--- config.mk ---
export PLATFORM = sky130hd
export DESIGN_NAME = sgf_normalizer
export DESIGN_NICKNAME = d
export VERILOG_FILES = /design/src/rtl/sgf_normalizer.sv
export SDC_FILE = /design/constraint.sdc
export NUM_CORES = 1
export LEC_CHECK = 0
export ABC_AREA = 1
export CORE_ASPECT_RATIO = 0.6
export CORE_UTILIZATION = 49
export CTS_BUF_LIST = sky130_fd_sc_hd__clkbuf_8 sky130_fd_sc_hd__clkbuf_16
export CTS_CLUSTER_SIZE = 20
export DETAILED_ROUTE_END_ITERATION = 10
export PLACE_DENSITY = 0.85
export SLEW_MARGIN = 10
export SYNTH_ARGS = -nofsm -noshare
export SYNTH_HDL_FRONTEND = slang
export SYNTH_SLANG_ARGS = --single-unit
--- constraint.sdc ---
create_clock -name clk -period 1.8 [get_ports clk]
set_input_delay 0.18 -clock clk [delete_from_list [all_inputs] [get_ports clk]]
set_output_delay 0.18 -clock clk [all_outputs]
set_load 0.03 [all_outputs]
--- src/rtl/sgf_normalizer.sv ---
// Floating-point significand normalizer: takes an add/subtract result plus exponent and
// returns a significand with the hidden bit at the MSB, using one left shift per cycle.
module sgf_normalizer #(
    parameter int W_Sgf = 23,
    parameter int W_Exp = 8
) (
    input  logic               clk,
    input  logic               rst,
    input  logic               start,
    input  logic [W_Sgf+3:0]   sgf_R,
    input  logic [W_Exp-1:0]   exp_in,
    output logic [W_Sgf+2:0]   sgf_N,
    output logic [W_Exp-1:0]   exp_out,
    output logic               busy,
    output logic               done,
    output logic               zero,
    output logic               ovf,
    output logic               unf
);

    localparam int HB = W_Sgf + 2;
    localparam logic [W_Sgf+3:0] SIG_ZERO = {(W_Sgf+4){1'b0}};
    localparam logic [W_Sgf+2:0] SGN_ZERO = {(W_Sgf+3){1'b0}};
    localparam logic [W_Exp-1:0] EXP_ZERO = {W_Exp{1'b0}};
    localparam logic [W_Exp-1:0] EXP_ONE  = {{(W_Exp-1){1'b0}}, 1'b1};
    localparam logic [W_Exp-1:0] EXP_MAX  = {W_Exp{1'b1}};

    typedef enum logic [1:0] {
        IDLE    = 2'd0,
        EVAL    = 2'd1,
        SHIFT_L = 2'd2,
        DONE    = 2'd3
    } state_t;

    state_t             r_state;
    logic [W_Sgf+3:0]   r_sig;
    logic [W_Exp-1:0]   r_exp;
    logic [W_Sgf+2:0]   r_sgf_n;
    logic [W_Exp-1:0]   r_exp_out;
    logic               r_busy;
    logic               r_done;
    logic               r_zero;
    logic               r_ovf;
    logic               r_unf;

    logic [W_Sgf+3:0]   w_sig_rsh;
    logic [W_Sgf+3:0]   w_sig_lsh;
    logic [W_Exp-1:0]   w_exp_dec;
    logic [W_Exp-1:0]   w_exp_carry;
    logic               w_ovf;

    // Next-value candidates for the carry step and the left-shift step
    always_comb begin
        w_sig_rsh = {1'b0, r_sig[W_Sgf+3:2], r_sig[1] | r_sig[0]};
        w_sig_lsh = {r_sig[W_Sgf+2:0], 1'b0};
        w_exp_dec = r_exp - EXP_ONE;
        w_ovf     = (r_exp == EXP_MAX) || ((r_exp + EXP_ONE) == EXP_MAX);
        if (w_ovf) begin
            w_exp_carry = EXP_MAX;
        end else begin
            w_exp_carry = r_exp + EXP_ONE;
        end
    end

    // Control FSM; results and flags are only loaded on the transition into DONE
    always_ff @(posedge clk or negedge rst) begin
        if (!rst) begin
            r_state   <= IDLE;
            r_sig     <= SIG_ZERO;
            r_exp     <= EXP_ZERO;
            r_sgf_n   <= SGN_ZERO;
            r_exp_out <= EXP_ZERO;
            r_busy    <= 1'b0;
            r_done    <= 1'b0;
            r_zero    <= 1'b0;
            r_ovf     <= 1'b0;
            r_unf     <= 1'b0;
        end else begin
            r_done <= 1'b0;
            case (r_state)
                IDLE: begin
                    if (start) begin
                        r_sig   <= sgf_R;
                        r_exp   <= exp_in;
                        r_zero  <= 1'b0;
                        r_ovf   <= 1'b0;
                        r_unf   <= 1'b0;
                        r_busy  <= 1'b1;
                        r_state <= EVAL;
                    end
                end
                EVAL: begin
                    if (r_sig == SIG_ZERO) begin
                        r_exp     <= EXP_ZERO;
                        r_sgf_n   <= SGN_ZERO;
                        r_exp_out <= EXP_ZERO;
                        r_zero    <= 1'b1;
                        r_done    <= 1'b1;
                        r_state   <= DONE;
                    end else if (r_sig[W_Sgf+3]) begin
                        r_sig     <= w_sig_rsh;
                        r_exp     <= w_exp_carry;
                        r_sgf_n   <= w_sig_rsh[W_Sgf+2:0];
                        r_exp_out <= w_exp_carry;
                        r_ovf     <= w_ovf;
                        r_done    <= 1'b1;
                        r_state   <= DONE;
                    end else if (r_sig[HB] || (r_exp <= EXP_ONE)) begin
                        // Already normalized, or no exponent headroom left to shift into
                        r_sgf_n   <= r_sig[W_Sgf+2:0];
                        r_exp_out <= r_exp;
                        r_unf     <= ~r_sig[HB];
                        r_done    <= 1'b1;
                        r_state   <= DONE;
                    end else begin
                        r_state <= SHIFT_L;
                    end
                end
                SHIFT_L: begin
                    r_sig <= w_sig_lsh;
                    r_exp <= w_exp_dec;
                    if (w_sig_lsh[HB] || (w_exp_dec == EXP_ONE)) begin
                        r_sgf_n   <= w_sig_lsh[W_Sgf+2:0];
                        r_exp_out <= w_exp_dec;
                        r_unf     <= ~w_sig_lsh[HB];
                        r_done    <= 1'b1;
                        r_state   <= DONE;
                    end
                end
                DONE: begin
                    r_busy  <= 1'b0;
                    r_state <= IDLE;
                end
                default: begin
                    r_busy  <= 1'b0;
                    r_state <= IDLE;
                end
            endcase
        end
    end

    assign sgf_N   = r_sgf_n;
    assign exp_out = r_exp_out;
    assign busy    = r_busy;
    assign done    = r_done;
    assign zero    = r_zero;
    assign ovf     = r_ovf;
    assign unf     = r_unf;

endmodule

Word level (Yosys, flattened, before mapping). Index checks and enable logic that the tools add are counted.

Flip-flop bits (word level): 76. Latch bits: 0. Memory bits (writable): 0. ROM bits: 0. Bits of input ports: 38. Output and inout port bits: 39. Word-level logic and storage cells: 93. Memories: 0.

Add/subtract/negate cells: 2. Multipliers: 0. Div/mod/pow operators: 0. $lt $le $gt $ge: 1. Equality and inequality tests: 15. Shift-type cells: 0. Muxes and demuxes: 43. Bitwise logic cells: 3. Reduce and logical (&&, ||, !) cells: 18.

Operator list (number): 26-bit two-way mux (5); 27-bit case mux with 3 select lines (1); 8-bit two-way mux (8); 27-bit two-way mux (2); 26-bit case mux with 2 select lines (1); 27-bit zero test (1); 8-bit case mux with 3 select lines (1); 8-bit == test, second input constant (2); 1-bit two-way mux (16); 8-bit case mux with 2 select lines (1); 2-bit inequality test, second input constant (7); 3-bit AND reduction (4); 8-bit by 1-bit adder with 8-bit output, second input constant (1); 8-bit by 1-bit == test with 1-bit output, second input constant (1); 8-bit by 1-bit <= comparator with 1-bit output, second input constant (1); 1-bit case mux with 2 select lines (4); 2-bit case mux with 4 select lines (1); 4-bit AND reduction (2); 8-bit by 1-bit subtractor with 8-bit output, second input constant (1); 6-bit AND reduction (1); 2-bit nonzero test (3); 2-bit == test, second input constant (2); 2-bit two-way mux (2); 4-bit inequality test, second input constant (1); other kinds (9) (13).

Depth between registers and ports, before layout.
Depth in word-level cells: 7. Gate-level depth with buffers: 14.

Least setup slack after synthesis. OpenSTA, ideal clock, no wires.

Path kind: reg-to-reg. Start: register r_state[0]. End: register r_sig[16]. Arrival time: 1.793 ns. Data required time: 1.670 ns. Setup slack: -0.123 ns. Cell stages (with the launch flop): 10. Buffers on the path: 3. Period minus slack after synthesis: 1.923 ns. Cell sequence: dfrtp_1 inv_1 ha_1 clkbuf_1 inv_1 clkbuf_1 clkbuf_1 o221ai_1 nand2_1 o21ai_0.

Word-level cells in the longest chain between the ends: 3. Elaborated cells on any way between the ends: 9. Those cells by class: eq/ne: 5; mux: 1; reduce/logical: 3.

RTL lines: start: declaration (line 35) `state_t r_state;`; start signal: assignment (line 68) `r_state <= IDLE;`; start signal: assignment (line 89) `r_state <= EVAL;`; start signal: assignment (line 99) `r_state <= DONE;`; 2-bit by 1-bit == test with 1-bit output (tied with other cells) (line 80) `case (r_state)`; 2-bit inequality test (no line) / 3-bit nonzero test (equally long branches); 4-bit AND reduction (no line); end signal: assignment (line 83) `r_sig <= sgf_R;`; end signal: assignment (line 101) `r_sig <= w_sig_rsh;`; end signal: assignment (line 120) `r_sig <= w_sig_lsh;`; end: declaration (line 36) `logic [W_Sgf+3:0] r_sig;`.

Parallel ways exist; a longest one is shown, timed or not. A chain may end at the register's enable or synchronous reset.

Worst setup path in the final report.
Start: register r_exp[1]. End: register r_sgf_n[15], in the netlist sgf_N[15].

Word-level cells in the longest chain between the ends: 5. Elaborated cells on any way between the ends: 8. Those cells by class: add/sub: 1; order compare: 1; eq/ne: 3; reduce/logical: 3.

RTL lines: start: declaration (line 37) `logic [W_Exp-1:0] r_exp;`; start signal: assignment (line 84) `r_exp <= exp_in;`; start signal: assignment (line 102) `r_exp <= w_exp_carry;`; start signal: assignment (line 121) `r_exp <= w_exp_dec;`; 8-bit by 1-bit subtractor with 8-bit output (line 56) `w_exp_dec = r_exp - EXP_ONE;`; 8-bit by 1-bit == test with 1-bit output (line 122) `if (w_sig_lsh[HB] || (w_exp_dec == EXP_ONE)) begin`; 1-bit logical OR (line 122); 2-bit inequality test (no line); 3-bit AND reduction (no line) *; end signal: assignment (line 103) `r_sgf_n <= w_sig_rsh[W_Sgf+2:0];`; end signal: assignment (line 110) `r_sgf_n <= r_sig[W_Sgf+2:0];`; end signal: assignment (line 123) `r_sgf_n <= w_sig_lsh[W_Sgf+2:0];`; end: declaration (line 38) `logic [W_Sgf+2:0] r_sgf_n;`.

Every way passes the cells marked *; elsewhere a longest branch is shown, timed or not.

==> impl_results.md <==
* Slowest cell delay on critical path at approximately 400 ps
* Synth cell types at 36
* Final Cycle Share at 114%
* Via count at 6212
* Filler cells at about 540
* Yosys warns at 0
* CP max FO at 9
* CP bufs+invs at 4
* Post-route setup slack at -254 ps
* CP Class: flop to flop
* Vias per cell at 6.17
* Dpl hpwl at around 12000 µm
* Final net count at 918
* # DRC at 0
* Die Area at 0.0103 mm²
* Port bufs at 76
* Die Y at 78.8 µm
* Clock skew at around 4 ps
* Post-route ant nets at 0
* Area grow syn2layout at 60.6%
* Setup violations, final at 62
* Placed cells at between 900 and 1000
* Worst Max-Slew Pin Slew at just under 500 ps
* Post-synthesis net count at 749
* GP Congestion at 1.04
* Flop2flop setup slack at -250 ps
* Worst path arrival time at 2290 ps
* Reg-to-Reg End: sgf_N[15]$_DFFE_PN0P_
* Slew margin rel. at 67.2%
* Initial Utilization at 51.5%
* Final Hold Fails at 0
* Clock tree from TritonCTS: done
* Crit path capture type: flop
* H-tree levels at 3
* Bufs on Longest Clock Path at 2
* Fmax achieved at 0.487 GHz
* Register area share after synthesis at 39.4%
* Detailed Routing Iterations Pass 1 at 8
* Overall Global Routing Usage at 36.6%
* Failing checks: setup timing
* First-pass GRT wire length at between 20000 and 30000 µm
* Startpoint Class: flop
* R2R cell count at 12
* Number of DRC markers in iteration 0 at around 1200
* # IOs at 77
* Max cap viols at 0
* #FFs+latches synth at 76
* Largest net degree at the start of global routing at 59
* Chip Width at roughly 130 µm
* Slew Limit Fails at 0
* Clock latency on the worst-skew pair at 350 ps
* Syn avg cell area at roughly 7 µm²
* Req. time, crit path at 2030 ps
* CTS Buf Count at 9
* CP top delay family: simple AND/OR/NAND/NOR gates
* Number of global-route vias before repair at approximately 5400
* Non-Filler Instances at just over 1000
* Clock transition at the registers of the reported paths at around 60 ps
* Syn Std Cell Area at ~0.0048 mm²
* Critical-path cell list: buf_4 > buf_4 > ha_1 > nand3_1 > nor3_2 > nand3_2 > nand2_2 > nand2_4 > buf_12 > clkbuf_16 > nand2_1 > nand2_1
* Core area at just over 0.009 mm²
* Slowest library cell on the worst path: dfrtp_1
* Worst R2R Start: r_exp[1]$_DFFE_PN0P_
* Run status: complete, but fails checks
* Clock Tree Root: clkbuf_16
* DRT Wirelength at 21200 µm
* Type of the worst min-delay path: input pin to asynchronous set/reset pin
* Sink Count at 76
* Mapped Cells at 703
* Crit path time final at approximately 2000 ps
* Unrepaired setup endpoints after global routing: yes
* Hold Worst Slack at 256 ps
* Initial antenna violation count at 0
* Fraction of layout cells with a size suffix above 1 at 32.2%
* Diode count at 0
* Global route overflow at 0
* Row cnt at 27
* WL/cell at 21.1 µm
## flip-flops by register name, indices dropped and copies added, names as in the netlist, 2 cells and up
register / count
r_exp: 8
exp_out: 8
r_state: 2
r_sig: 27
sgf_N: 26
## through the flow
stage	utilization (%)	setup slack [ps]	cell area [µm²]	setup TNS (ps)
after floorplan	-	1.14	4830	0
after global placement	67.4	-269	6300	-4260
after detailed placement	67.4	-244	6300	-5880
after CTS	75.6	-105	7070	-3420
after global routing	82.7	-317	7740	-12600
final	82.7	-254	7740	-7930
## cell usage in the layout (no fill, tap or decap), types with 11 or more instances in the layout
cell,netlist,routed
nand2_1,258,202
buf_4,2,89
o21ai_0,99,76
clkdlybuf4s50_1,0,75
dfrtp_1,76,70
inv_1,56,43
nand2_2,2,41
nor2_1,57,36
o221ai_1,24,24
o21ai_1,5,22
nand2_4,1,18
nor2_4,0,16
clkbuf_16,0,16
nor2_2,10,15
nand3_1,20,14
inv_2,2,11
a21oi_1,14,11
buf_12,0,11
## routing by layer
layer  global-route usage [%]  share of wire [%]  vias up
met5                     1.07                  0        -
met4                     7.09                3.2        0
met3                     11.5                 15      100
met2                     52.0                 42      574
met1                     54.2                 40     2881
li1                         -                  -     2657
## cells by family (layout without fill, tap and decap cells)
group | count (synthesis) | in the layout | share of synthesized area, %
adders and majority gates | 8 | 8 | 2.08
AOI/OAI and AO/OA | 162 | 162 | 19.9
buffers and inverters | 95 | 269 | 7.94
xor gates and xnor gates | 2 | 2 | 0.519
and+or+nand+nor | 360 | 360 | 30.2
DFF | 76 | 76 | 39.4
## area by class of cell
cell class	count	area (µm²)	share of cell area (%)
Clock buffer	10	239	3.09
Clock inverter	6	95.1	1.23
Inverter	60	250	3.23
Tap cell	130	163	2.10
Multi-Input combinational cell	532	3110	40.2
Timing Repair Buffer	193	1970	25.5
Sequential cell	76	1910	24.7
## how the worst max path moves through the flow
stage                         startpoint                endpoint  slack [ps]  cells past startpoint
finish              r_exp[1]$_DFFE_PN0P_   sgf_N[15]$_DFFE_PN0P_        -250                     12
global route        r_exp[1]$_DFFE_PN0P_   sgf_N[15]$_DFFE_PN0P_        -320                     12
CTS                 r_exp[0]$_DFFE_PN0P_   sgf_N[16]$_DFFE_PN0P_        -100                     13
detailed placement  r_exp[1]$_DFFE_PN0P_    r_exp[1]$_DFFE_PN0P_        -240                     11
global placement    r_exp[1]$_DFFE_PN0P_  exp_out[6]$_DFFE_PN0P_        -270                     11
floorplan           r_exp[1]$_DFFE_PN0P_  exp_out[5]$_DFFE_PN0P_           1                     11
## worst register-to-register path, stage by stage (launching register included)
cell	delay, ps
dfrtp_1	400
buf_4	150
buf_4	120
ha_1	180
nand3_1	120
nor3_2	160
nand3_2	130
nand2_2	120
nand2_4	110
buf_12	160
clkbuf_16	170
nand2_1	60
nand2_1	60
## cells in the mapped netlist
master / count / area [µm²]
buf_6: 1 / 11.3
o211ai_1: 3 / 22.5
o221ai_1: 24 / 210
a21oi_1: 14 / 70.1
a31oi_1: 3 / 18.8
clkbuf_1: 24 / 90.1
buf_4: 2 / 15.0
a22oi_1: 5 / 37.5
ha_1: 8 / 100
a21boi_2: 1 / 11.3
nor2_1: 57 / 214
clkinv_1: 1 / 3.75
inv_1: 56 / 210
buf_2: 7 / 35.0
buf_1: 1 / 3.75
nand3_2: 2 / 20.0
nand2_4: 1 / 11.3
o21ai_1: 5 / 25.0
dfrtp_1: 76 / 1900
nand3_1: 20 / 100
nand3b_1: 1 / 7.51
inv_4: 1 / 6.26
nor3_2: 1 / 10.0
xor2_2: 1 / 16.3
nand2_2: 2 / 12.5
nand2_1: 258 / 968
a21oi_2: 4 / 35.0
o21a_1: 1 / 7.51
inv_2: 2 / 7.51
o21ai_0: 99 / 495
nor2_2: 10 / 62.6
a211oi_1: 2 / 15.0
nor3_1: 2 / 10.0
xnor2_1: 1 / 8.76
nand4_1: 6 / 37.5
o2111ai_1: 1 / 8.76
## what timing repair did
action	in CTS	in global routing
gates cloned	3	9
endpoints found under the hold margin	18	0
hold buffers	1	0
setup endpoints to repair	59	74
pin swaps	14	26
buffers inserted	11	12
gates resized for setup	73	134
Power is left out: the tool's default activity adds up to more than one toggle a clock period on the data nets, which glitch-free logic cannot reach.
